$ cat config.mk
export PLATFORM = sky130hd
export DESIGN_NAME = matrix_capture
export DESIGN_NICKNAME = d
export VERILOG_FILES = /design/src/rtl/matrix_capture.sv
export SDC_FILE = /design/constraint.sdc
export NUM_CORES = 1
export LEC_CHECK = 0
export BUFFER_PORTS_ARGS = -buffer_cell sky130_fd_sc_hd__buf_2
export CAP_MARGIN = 20
export CORE_ASPECT_RATIO = 1.4
export CORE_UTILIZATION = 62
export DETAILED_ROUTE_END_ITERATION = 6
export PLACE_DENSITY = 0.87
export SETUP_SLACK_MARGIN = 0.1
export SYNTH_ARGS = -nofsm -noshare
export SYNTH_HDL_FRONTEND = slang
export SYNTH_SLANG_ARGS = --single-unit
export TNS_END_PERCENT = 10
$ cat constraint.sdc
create_clock -name clk32mhz -period 4.37 [get_ports clk32mhz]
set_input_delay 0.437 -clock clk32mhz [delete_from_list [all_inputs] [get_ports clk32mhz]]
set_output_delay 0.437 -clock clk32mhz [all_outputs]
set_load 0.05 [all_outputs]
$ cat src/rtl/matrix_capture.sv
// Receive-side decoder for the 16x16 LED matrix shift-register interface.
// Rebuilds the displayed frame from the serial lines and exposes it via a registered row-read port.
module matrix_capture #(
    parameter int unsigned SYNC_STAGES     = 2,
    parameter int unsigned FRAME_CNT_WIDTH = 8
) (
    input  logic                       clk32mhz,
    input  logic                       reset_n,
    input  logic                       RCLK,
    input  logic                       RSDI,
    input  logic                       CCLK,
    input  logic                       CSDI,
    input  logic                       LE,
    input  logic                       OEB,
    input  logic [3:0]                 rd_row,
    output logic [15:0]                rd_data,
    output logic                       frame_done,
    output logic [FRAME_CNT_WIDTH-1:0] frame_count,
    output logic                       proto_err,
    input  logic                       clr_err
);

    localparam int unsigned NLINES = 6;
    localparam int unsigned L_RCLK = 0;
    localparam int unsigned L_RSDI = 1;
    localparam int unsigned L_CCLK = 2;
    localparam int unsigned L_CSDI = 3;
    localparam int unsigned L_LE   = 4;
    localparam int unsigned L_OEB  = 5;
    localparam int unsigned ROWS   = 16;
    localparam int unsigned COLS   = 16;
    localparam int unsigned CNT_W  = 5;

    // Idle line levels: clocks and LE low, OEB high, so reset release produces no edge
    localparam logic [NLINES-1:0] LINE_IDLE = 6'b100000;
    localparam logic [3:0]        PREV_IDLE = 4'b1000;  // {oeb, le, cclk, rclk}

    logic [NLINES-1:0]          sync_q [SYNC_STAGES];
    logic [NLINES-1:0]          line_s;
    logic [3:0]                 prev_q;

    logic [COLS-1:0]            col_sr_q, col_sr_d;
    logic [COLS-1:0]            row_sr_q, row_sr_d;
    logic [COLS-1:0]            col_latch_q, col_latch_d;
    logic [CNT_W-1:0]           col_cnt_q, col_cnt_d, cnt_shift;
    logic [ROWS-1:0]            marks_q, marks_d;
    logic [COLS-1:0]            frame_q [ROWS];
    logic [COLS-1:0]            frame_d [ROWS];
    logic [COLS-1:0]            rd_data_q, rd_data_d;
    logic                       frame_done_q, frame_done_d;
    logic [FRAME_CNT_WIDTH-1:0] frame_count_q, frame_count_d;
    logic                       proto_err_q, proto_err_d;

    logic rclk_rise, cclk_rise, le_rise, oeb_fall;
    logic row_one_hot;
    logic [3:0] row_idx;
    logic err_set;

    assign line_s    = sync_q[SYNC_STAGES-1];
    assign rclk_rise = line_s[L_RCLK] & ~prev_q[0];
    assign cclk_rise = line_s[L_CCLK] & ~prev_q[1];
    assign le_rise   = line_s[L_LE]   & ~prev_q[2];
    assign oeb_fall  = ~line_s[L_OEB] &  prev_q[3];

    // Shift stage: both shifters advance before any latch or commit in the same cycle
    always_comb begin
        col_sr_d  = col_sr_q;
        cnt_shift = col_cnt_q;
        row_sr_d  = row_sr_q;
        if (cclk_rise) begin
            col_sr_d = {col_sr_q[COLS-2:0], line_s[L_CSDI]};
            if (col_cnt_q != 5'd31) begin
                cnt_shift = col_cnt_q + 5'd1;
            end
        end
        if (rclk_rise) begin
            row_sr_d = {row_sr_q[COLS-2:0], line_s[L_RSDI]};
        end
    end

    // Row select decode of the post-shift row register
    always_comb begin
        row_one_hot = (row_sr_d != '0) && ((row_sr_d & (row_sr_d - 16'd1)) == '0);
        row_idx     = '0;
        for (int unsigned i = 0; i < ROWS; i++) begin
            if (row_sr_d[i]) begin
                row_idx = 4'(i);
            end
        end
    end

    // Latch, commit and frame-completion logic
    always_comb begin
        col_cnt_d     = cnt_shift;
        col_latch_d   = col_latch_q;
        marks_d       = marks_q;
        frame_d       = frame_q;
        frame_count_d = frame_count_q;
        frame_done_d  = 1'b0;
        err_set       = 1'b0;
        rd_data_d     = frame_q[rd_row];

        if (le_rise) begin
            col_latch_d = col_sr_d;
            if (cnt_shift != 5'd16) begin
                err_set = 1'b1;
            end
            col_cnt_d = cclk_rise ? 5'd1 : 5'd0;
        end

        if (oeb_fall) begin
            if (row_one_hot) begin
                frame_d[row_idx] = col_latch_d;
                marks_d[row_idx] = 1'b1;
                if (row_idx == 4'd15) begin
                    if (&marks_d) begin
                        frame_done_d  = 1'b1;
                        frame_count_d = frame_count_q + FRAME_CNT_WIDTH'(1);
                    end else begin
                        err_set = 1'b1;
                    end
                    marks_d = '0;
                end
            end else begin
                err_set = 1'b1;
            end
        end

        // A fresh error outranks a clear in the same cycle
        proto_err_d = err_set | (proto_err_q & ~clr_err);
    end

    always_ff @(posedge clk32mhz) begin
        if (!reset_n) begin
            for (int unsigned i = 0; i < SYNC_STAGES; i++) begin
                sync_q[i] <= LINE_IDLE;
            end
            prev_q        <= PREV_IDLE;
            col_sr_q      <= '0;
            row_sr_q      <= '0;
            col_latch_q   <= '0;
            col_cnt_q     <= '0;
            marks_q       <= '0;
            for (int unsigned i = 0; i < ROWS; i++) begin
                frame_q[i] <= '0;
            end
            rd_data_q     <= '0;
            frame_done_q  <= 1'b0;
            frame_count_q <= '0;
            proto_err_q   <= 1'b0;
        end else begin
            sync_q[0] <= {OEB, LE, CSDI, CCLK, RSDI, RCLK};
            for (int unsigned i = 1; i < SYNC_STAGES; i++) begin
                sync_q[i] <= sync_q[i-1];
            end
            prev_q        <= {line_s[L_OEB], line_s[L_LE], line_s[L_CCLK], line_s[L_RCLK]};
            col_sr_q      <= col_sr_d;
            row_sr_q      <= row_sr_d;
            col_latch_q   <= col_latch_d;
            col_cnt_q     <= col_cnt_d;
            marks_q       <= marks_d;
            frame_q       <= frame_d;
            rd_data_q     <= rd_data_d;
            frame_done_q  <= frame_done_d;
            frame_count_q <= frame_count_d;
            proto_err_q   <= proto_err_d;
        end
    end

    assign rd_data     = rd_data_q;
    assign frame_done  = frame_done_q;
    assign frame_count = frame_count_q;
    assign proto_err   = proto_err_q;

endmodule

==> impl_metrics.json <==
{
  "outcome": "complete, no violations",
  "fp.coreArea_um2": 24590,
  "final_common_cell": "dfxtp_1",
  "power_density_nw_per_um2": 394.5,
  "cp-end-kind": "register",
  "cts_tree": "built",
  "post_cts.repair.setup_buffers": 0,
  "fin_skew_ps": 20.56,
  "cts_max_path_buffers": 3,
  "final_antenna_net_count": 0,
  "yosysTopAreaCell": "dfxtp_1",
  "synth_area_um2": 15440,
  "drt-pass1-iter-count": 7,
  "synth_warnings": 0,
  "dp_slack_ps": 627.6,
  "path_clk_slew_ps": 60,
  "clockRootBuffer": "clkbuf_16",
  "grt_usage": 0.3278,
  "synth-seq-cells": 367,
  "period_minus_slack_ps": 3809,
  "grt_busiest_layer": "met2",
  "cts_made_buffers": 35,
  "worst_pin_slew_ps": 953.7,
  "finalSetupTns_ps": 0,
  "synth_area_leaders": "dfxtp_1 (48%), mux4_2 (12%), mux2i_1 (10%)",
  "fmax_ghz": 0.2625,
  "h-tree-depth": 2,
  "clock_latency_ps": 540,
  "cts_sinks": 367,
  "placed_area_um2": 15800,
  "syn-num-nets": 1546,
  "hp-class": "in2reg",
  "critPathSlowestCell": "or4b_4",
  "p_leak_nw": 6.997,
  "path_max_fanout": 22,
  "port_buffers": 38,
  "die-area_um2": 25550,
  "cpMostUsedCell": "mux2i_1",
  "fin_nets": 1527,
  "hpwl_mm": 23.14,
  "timing.max_cap.violations": 0,
  "first_global_vias": 12300,
  "synth_cell_types": 71,
  "die_height_um": 188.7,
  "critPathKind": "reg2reg",
  "drt_iter0_drc": 1056,
  "chipWidth_um": 135.4,
  "grt_start_max_net_pins": 190,
  "mostFrequentLayoutCells": "dfxtp_1 (367), nor2_1 (178), mux2i_1 (156), nand3_1 (148), o21ai_0 (142)",
  "synth.avg_cell_area_um2": 10.09,
  "postLayoutCellArea_um2": 17010,
  "setup_viol": 0,
  "synth_edf_count": 0,
  "post_cts_resized": 0,
  "layout-drive-gt1-share": 0.1453,
  "fin_ws_ps": 560.6,
  "gp_congestion": 0.9593,
  "async_flop_share": 0,
  "period_share": 0.8717,
  "slowest_delay_ps": 620,
  "grtUsageMet1": 0.3661,
  "utilization": 0.6916,
  "relSlewSlack": 0.3642,
  "vias_per_cell": 6.544,
  "syn2layout_area_growth_pct": 10.13,
  "yosysSeqAreaShare": 0.4758,
  "crit_chain": "nand2b_1 -> buf_4 -> mux2i_1 -> a32oi_1 -> a2bb2oi_1 -> nand4_1 -> nor4_4 -> or4b_4 -> nor4_1 -> mux2i_1",
  "synth_top_area_share": 0.4758,
  "start_util": 0.6280,
  "worstHoldStart": "OEB",
  "vias": 12107,
  "gr-usage-met3": 0.05838,
  "cts_hold_buf": 0,
  "total_power_mw": 6.708,
  "synth_cells": 1531,
  "cp-start-kind": "register",
  "vdd_drop_max_mv": 0.3421,
  "crit-reg2reg-launch": "prev_q[0]$_SDFF_PN0_",
  "drc": 0,
  "n_antenna_cell": 0,
  "wirelength_mm": 40.93,
  "synth-main-ff-cell": "dfxtp_1",
  "wire_per_inst_um": 22.13,
  "startpoint": "prev_q[0]$_SDFF_PN0_",
  "reg2reg_slack_ps": 560,
  "use_met2": 0.5598,
  "grt-ovfl-total": 0,
  "rsz0062_at_grt": "no",
  "antenna_found_initial": 1,
  "io_pins": 39,
  "n_fill_cell": 1637,
  "grt_pass1_wl_mm": 64.78,
  "critPathRequiredTime_ps": 4830,
  "cp.arrival_ps": 4270,
  "hold_viol_final": 0,
  "maxSlewViolCount": 0,
  "row_count": 68
}
==> cell type report <==
class                      instances  area [um2]  share of cell area
timing repair buffer              66       446.7             0.02627
clock inverter                    11       192.7             0.01133
multi-input combinational        996        7441              0.4376
sequential                       367        7347              0.4320
tap                              315       394.1             0.02318
inverter                          46       175.2             0.01030
clock buffer                      49        1008             0.05930
==> metrics by stage <==
stage | hold WS (ps) | std cells
after floorplan | 386.3 | 1531
after global placement | 397.0 | 1790
after detailed placement | 403.5 | 1790
after CTS | 106.3 | 1850
after global routing | 108.0 | 1850
final | 106.7 | 1850
==> report_power, final <==
part	leakage, nW	internal (mW)	switching [mW]
Combinational	3.45	0.0603	0.136
Clock	0.592	1.86	1.29
Sequential	2.96	3.35	0.00625
Total	7.00	5.27	1.43
==> synthesized netlist by cell type, drive strengths merged, types with 3 or more instances <==
library cell and count:
and4b 3, nor2b 6, or3 3, a32oi 3
mux4 80, or4b 3, nand4 10, a211o 3
buf 44, and3b 6, dfxtp 367, nor2 178
nor4 9, o21ai 159, o211ai 9, inv 46
nand3 148, a211oi 4, o2111ai 3, a2bb2oi 4
nand2b 12, a21boi 15, a21oi 31, a21o 3
a31oi 5, o311ai 5, mux2i 156, o41ai 4
nor3 7, nand2 59, clkbuf 78, and2 36
==> final timing paths <==
path | to | depth (start not counted)
worst max-delay path | frame_count[7]$_SDFFE_PN0P_ | 10
worst min-delay path | sync_q[0][5]$_SDFF_PN1_ | 2
worst max register to register | frame_count[7]$_SDFFE_PN0P_ | 10
worst min register to register | sync_q[0][11]$_SDFF_PN1_ | 1
==> flip-flops by register name, summed over array words and instances, names as in the netlist, 8 cells and up <==
register,cells
frame_q,256
col_latch_q,16
col_sr_q,16
marks_q,16
rd_data,16
row_sr_q,16
sync_q,12
frame_count,8
==> routing by layer <==
layer  vias up  wire (um)
li1       5438          -
met1      5826      14360
met2       617      20560
met3       224       3233
met4         2       2764
met5         -         13
==> logic make-up after synthesis <==
family	count (synthesis)	synth area share
and+or+nand+nor	490	0.1536
muxes	237	0.2185
buffers and inverters	168	0.04303
AOI/OAI and AO/OA	265	0.1062
adders and majority gates	3	0.002269
xor gates and xnor gates	1	0.0005673
DFF	367	0.4758
==> critical path, delay by kind of cell, from the launching register on <==
family                 cells  cell delay, ps
and+or+nand+nor            5            1940
muxes                      2             680
buffers and inverters      1             340
DFF                        1             470
AOI/OAI and AO/OA          2             300
Power figures use the tool's default switching activity.
